$ cat config.mk
export PLATFORM = sky130hd
export DESIGN_NAME = mem_arbiter
export DESIGN_NICKNAME = d
export VERILOG_FILES = /design/src/rtl/mem_arbiter.sv
export SDC_FILE = /design/constraint.sdc
export NUM_CORES = 1
export LEC_CHECK = 0
export CORE_MARGIN = 2
export CORE_UTILIZATION = 42
export DETAILED_ROUTE_END_ITERATION = 10
export GPL_TIMING_DRIVEN = 1
export PLACE_DENSITY = 0.93
export SLEW_MARGIN = 10
export SYNTH_ARGS = -nofsm -noshare
export SYNTH_HDL_FRONTEND = slang
export SYNTH_SLANG_ARGS = --single-unit
$ cat constraint.sdc
create_clock -name clk -period 2.68 [get_ports clk]
set_input_delay 0.536 -clock clk [delete_from_list [all_inputs] [get_ports clk]]
set_output_delay 0.536 -clock clk [all_outputs]
set_load 0.005 [all_outputs]
$ cat src/rtl/mem_arbiter.sv
// mem_arbiter: shares one single-port RAM between the rcpu core and a DMA engine.
// Each granted request is registered onto the RAM port for one cycle (GNT), and
// the one-cycle-latency read data is routed back in the following cycle (DONE).
// Optional feature macro: MEMARB_ROUND_ROBIN_EN -- when defined, ties seen in
// IDLE go to the requester that did not win last; otherwise the CPU wins ties.
//
// Handshake: a requester raises req with addr/wdata/we and holds all of them
// stable up to and including the cycle its strobe (cpuReady / dmaAck) is high.
// The strobe is a single-cycle pulse; a new request may start the cycle after.
module mem_arbiter #(
  parameter int ADDR_W = 16,
  parameter int DATA_W = 16
) (
  input  logic              clk,
  input  logic              rst,
  input  logic              cpuReq,
  input  logic [31:0]       cpuAddr,
  input  logic [DATA_W-1:0] cpuWData,
  input  logic              cpuWE,
  output logic [DATA_W-1:0] cpuRData,
  output logic              cpuReady,
  input  logic              dmaReq,
  input  logic [ADDR_W-1:0] dmaAddr,
  input  logic [DATA_W-1:0] dmaWData,
  input  logic              dmaWE,
  output logic [DATA_W-1:0] dmaRData,
  output logic              dmaAck,
  output logic [ADDR_W-1:0] ramAddr,
  output logic [DATA_W-1:0] ramWData,
  output logic              ramWE,
  input  logic [DATA_W-1:0] ramRData,
  output logic              lastGnt,
  output logic [2:0]        dbgState
);

  typedef enum logic [2:0] {
    IDLE     = 3'd0,
    GNT_CPU  = 3'd1,
    GNT_DMA  = 3'd2,
    DONE_CPU = 3'd3,
    DONE_DMA = 3'd4
  } state_t;

  // lastGnt encoding: 0 = CPU won most recently, 1 = DMA won most recently.
  localparam logic LAST_CPU = 1'b0;
  localparam logic LAST_DMA = 1'b1;

  state_t state;
  logic   accWrite;  // the access in flight is a write (ramWE is already cleared in DONE)
  logic   tieCpu;    // CPU takes a simultaneous request seen in IDLE

  // Upper CPU address bits are deliberately ignored (addresses wrap into the RAM).
  logic unused_cpu_addr_hi;
  assign unused_cpu_addr_hi = ^cpuAddr[31:ADDR_W];

`ifdef MEMARB_ROUND_ROBIN_EN
  // Tie goes to whoever did not win last time.
  assign tieCpu = (lastGnt == LAST_DMA);
`else
  // Fixed priority: CPU always wins a tie from IDLE.
  assign tieCpu = 1'b1;
`endif

  // Arbitration FSM plus the registered RAM drive and winner bookkeeping.
  always_ff @(posedge clk or negedge rst) begin
    if (!rst) begin
      state    <= IDLE;
      ramAddr  <= '0;
      ramWData <= '0;
      ramWE    <= 1'b0;
      accWrite <= 1'b0;
      lastGnt  <= LAST_DMA;
    end else begin
      case (state)
        IDLE: begin
          if (cpuReq && (!dmaReq || tieCpu)) begin
            state    <= GNT_CPU;
            ramAddr  <= cpuAddr[ADDR_W-1:0];
            ramWData <= cpuWData;
            ramWE    <= cpuWE;
            accWrite <= cpuWE;
            lastGnt  <= LAST_CPU;
          end else if (dmaReq) begin
            state    <= GNT_DMA;
            ramAddr  <= dmaAddr;
            ramWData <= dmaWData;
            ramWE    <= dmaWE;
            accWrite <= dmaWE;
            lastGnt  <= LAST_DMA;
          end
        end
        GNT_CPU: begin
          state <= DONE_CPU;
          ramWE <= 1'b0;
        end
        GNT_DMA: begin
          state <= DONE_DMA;
          ramWE <= 1'b0;
        end
        // The just-served CPU still shows its old request here, so only DMA is looked at.
        DONE_CPU: begin
          if (dmaReq) begin
            state    <= GNT_DMA;
            ramAddr  <= dmaAddr;
            ramWData <= dmaWData;
            ramWE    <= dmaWE;
            accWrite <= dmaWE;
            lastGnt  <= LAST_DMA;
          end else begin
            state <= IDLE;
          end
        end
        // Mirror of DONE_CPU: hand over straight to a waiting CPU.
        DONE_DMA: begin
          if (cpuReq) begin
            state    <= GNT_CPU;
            ramAddr  <= cpuAddr[ADDR_W-1:0];
            ramWData <= cpuWData;
            ramWE    <= cpuWE;
            accWrite <= cpuWE;
            lastGnt  <= LAST_CPU;
          end else begin
            state <= IDLE;
          end
        end
        default: begin
          state <= IDLE;
          ramWE <= 1'b0;
        end
      endcase
    end
  end

  // Strobes and return data decode purely from the state register.
  always_comb begin
    cpuReady = (state == DONE_CPU);
    dmaAck   = (state == DONE_DMA);
    cpuRData = (cpuReady && !accWrite) ? ramRData : '0;
    dmaRData = (dmaAck && !accWrite) ? ramRData : '0;
    dbgState = state;
  end

endmodule

==> results of run 1 <==
==> sequential cells by signal, summed over array words and instances (netlist names) <==
name	cells
accWrite	1
dbgState	3
lastGnt	1
ramAddr	16
ramWData	16
ramWE	1
==> per-stage QoR <==
| stage | utilization | hold WS (ps) | cell area, um2 |
|---|---|---|---|
| floorplan | - | 240.4 | 2992 |
| global placement | 0.6672 | 533.3 | 4558 |
| detailed placement | 0.6672 | 550.7 | 4558 |
| CTS | 0.6881 | 388.8 | 4701 |
| global route | 0.6888 | 425.2 | 4706 |
| finish | 0.6888 | 361.1 | 4706 |
==> final cells by class <==
class | count | share of cell area
Clock buffer | 6 | 0.01755
Clock inverter | 2 | 0.01276
Inverter | 4 | 0.003191
Multi-Input combinational cell | 258 | 0.3898
Sequential cell | 38 | 0.2023
Tap cell | 96 | 0.02553
Timing Repair Buffer | 168 | 0.3488
==> worst min-delay path by stage <==
stage,to,slack (ps),cells after the start
final,ramWData[9],360,1
after global routing,ramAddr[0],430,1
after CTS,ramAddr[0],390,1
after detailed placement,ramWE,550,1
after global placement,dbgState[0],530,3
after floorplan,accWrite,240,0
==> cell usage after synthesis, types with 2 or more instances <==
master	instances	area, um2
mux2_1	29	326.6
dfrtp_1	37	925.9
o2111ai_1	32	280.3
buf_6	4	45.04
and2_1	32	200.2
nor2_1	38	142.6
nand2b_1	35	219.0
a22oi_1	32	240.2
a21oi_1	5	25.02
a31oi_1	33	206.5
inv_2	4	15.01
clkbuf_1	6	22.52
nand2_1	2	7.510
buf_2	20	100.1
buf_4	4	30.03
mux2_2	3	33.78
nand3b_1	2	15.01
==> where the power goes <==
group	switching [W]	internal [W]	total, W
Clock	0.000223	0.000397	0.000620
Combinational	0.00132	0.00141	0.00273
Sequential	0.000228	0.000892	0.00112
Total	0.00177	0.00270	0.00447
==> repair_timing <==
action                     in CTS  in global routing
buffers inserted                0                  0
resized for setup               0                  1
setup endpoints to repair       0                 16
==> per-layer routing <==
metal / routed length [um] / GRT usage / vias to the layer above
li1: - / - / 1533
met1: 4025 / 0.2804 / 1573
met2: 5047 / 0.4457 / 146
met3: 762 / 0.05037 / 12
met4: 133 / 0.06474 / 0
met5: 0 / 0 / -
==> cell families (layout without fill, tap and decap cells) <==
family / Yosys count / after routing
simple gates: 116 / 116
compound gates: 109 / 109
buf+inv: 39 / 180
flops: 38 / 38
mux: 32 / 32
xor+xnor: 1 / 1
==> run_results.csv, run 1 <==
group,metric,value,unit
run_status,outcome,"finished, final reports clean",
setup_path,slowest_stage,"clkdlybuf4s50_1",
finish,layout-drive-gt1-share,0.07563,
min_path,hold_class,"input port to async pin",
finish,ff_latch_area,952.2,um2
finish,syn2layout_area_growth,57.30,%
detailed_routing,dr.pass1.iters,5,
yosys,synthCells,335,
place,dp_worst_setup_slack,398.4,ps
floorplanning,die_w,88.40,um
detailed_routing,wire_per_inst,17.43,um
setup_path,cp_slowest_stage_delay,510,ps
detailed_routing,first_iter_violations,203,
grt,grt_max_degree,39,
setup_path,worstSetupPathDepth,5,
setup_path,cp-start-kind,"flip-flop",
yosys,yosysSeqAreaShare,0.3183,
place,gp_congestion,0.8421,
grt,grt_pass1_wl,15060,um
setup_path,cp_max_fo,16,
clock_tree,clkTransAtPathRegs,80,ps
yosys,ys_async_sr_fraction,1.000,
yosys,synth_edf_count,0,
setup_path,path_buf_inv,1,
floorplanning,fp-row-count,30,
place,place_hpwl,7010,um
yosys,synth_top_family_by_area,"compound AO/OA/AOI/OAI gates",
setup_path,cp-endpoint,"dmaRData[11]",
finish,antennaDiodeCount,0,
clock_tree,cts_hold_buf,0,
grt,antenna_found_initial,0,
timing,fin_crit,2447,ps
timing,fmax,408.7,MHz
setup_path,r2r_cells,7,
floorplanning,start_util,0.4379,
yosys,ys_seq_elements,38,
yosys,synthMuxAreaShare,0.1205,
clock_tree,numCtsBuffers,5,
power_and_ir_drop,vdd_drop_max,483.4,uV
detailed_routing,drc,0,
finish,final_cell_mix,"154 x clkdlybuf4s50_1, 38 x nor2_1, 37 x dfrtp_1, 35 x nand2b_1, 33 x a31oi_1",
clock_tree,root_buffer,"clkbuf_8",
yosys,syn_nets,437,
clock_tree,cts_max_level,2,
floorplanning,die_y,88.40,um
floorplanning,io_pins,173,
timing,post-route-period-util,0.9130,
setup_path,crit_arrival,1910,ps
setup_path,r2r-end,"ramWData[6]",
floorplanning,die-area,0.007814,mm2
detailed_routing,vias,3264,
grt,overflow,0,
timing,setup_violations,0,
power_and_ir_drop,finalPower,0.004472,W
detailed_routing,ant_nets,0,
finish,nets,577,
yosys,avgSynthCellArea,8.930,um2
yosys,synthAdderAreaFrac,0,
finish,layout_commonest_cell,"clkdlybuf4s50_1",
yosys,synth-simple-area-share,0.2150,
yosys,synth_compound_area_frac,0.2706,
finish,fillCellCount,554,
clock_tree,cts_tree,"yes",
clock_tree,clock_latency,290,ps
timing,relSlewSlack,0.3646,
timing,hold_viol,0,
yosys,ys_warn_count,0,
setup_path,reg2reg_slack,760,ps
power_and_ir_drop,power.density,950.2,mW/mm2
run,max_cap_violations,0,
setup_path,critPathLaunch,"dbgState[1]",
finish,multiInputGateArea,0.001834,mm2
floorplanning,core-area,0.006832,mm2
timing,skew,6.379,ps
setup_path,end_kind,"primary output",
power_and_ir_drop,p_leak,1.740,nW
timing,rsz0062_at_grt,"no",
place,place_inst,564,
setup_path,worstPathCellList,"nor2_4 > nand2_4 > nor2_4 > and2_1 > clkdlybuf4s50_1",
timing,setup_tns,0,ps
clock_tree,cts.sinks,38,
grt,grt_pass1_vias,3233,
setup_path,path_delay_family,"simple AND/OR/NAND/NOR gates",
yosys,syn_area,0.002992,mm2
detailed_routing,viasPerCell,5.706,
setup_path,cpMostUsedCell,"nor2_4",
setup_path,crit_type,"flip-flop to primary output",
setup_path,r2r-start,"dbgState[1]",
clock_tree,cts_buffer_depth,2,
yosys,synth-xor-area-share,0.002928,
finish,fin_cells,572,
timing,tightest_slew,953.2,ps
grt,grt_use_total,0.2406,
detailed_routing,drt-total-wl,9969,um
yosys,synthFlopType,"dfrtp_1",
timing,slew_violations,0,
place,io_buffers,156,
setup_path,required,2140,ps
yosys,ys_types,34,
timing,setup_slack,233.1,ps
No activity file was read; power rests on OpenSTA's default activity.
==> inputs of run 2 (changes only) <==
ABC_CLOCK_PERIOD_IN_PS = 2680   (was unset)
SKIP_CTS_REPAIR_TIMING = 1   (was unset)
==> results of run 2 <==
No change in the layout: final DEF, timing and power equal those of run 1.
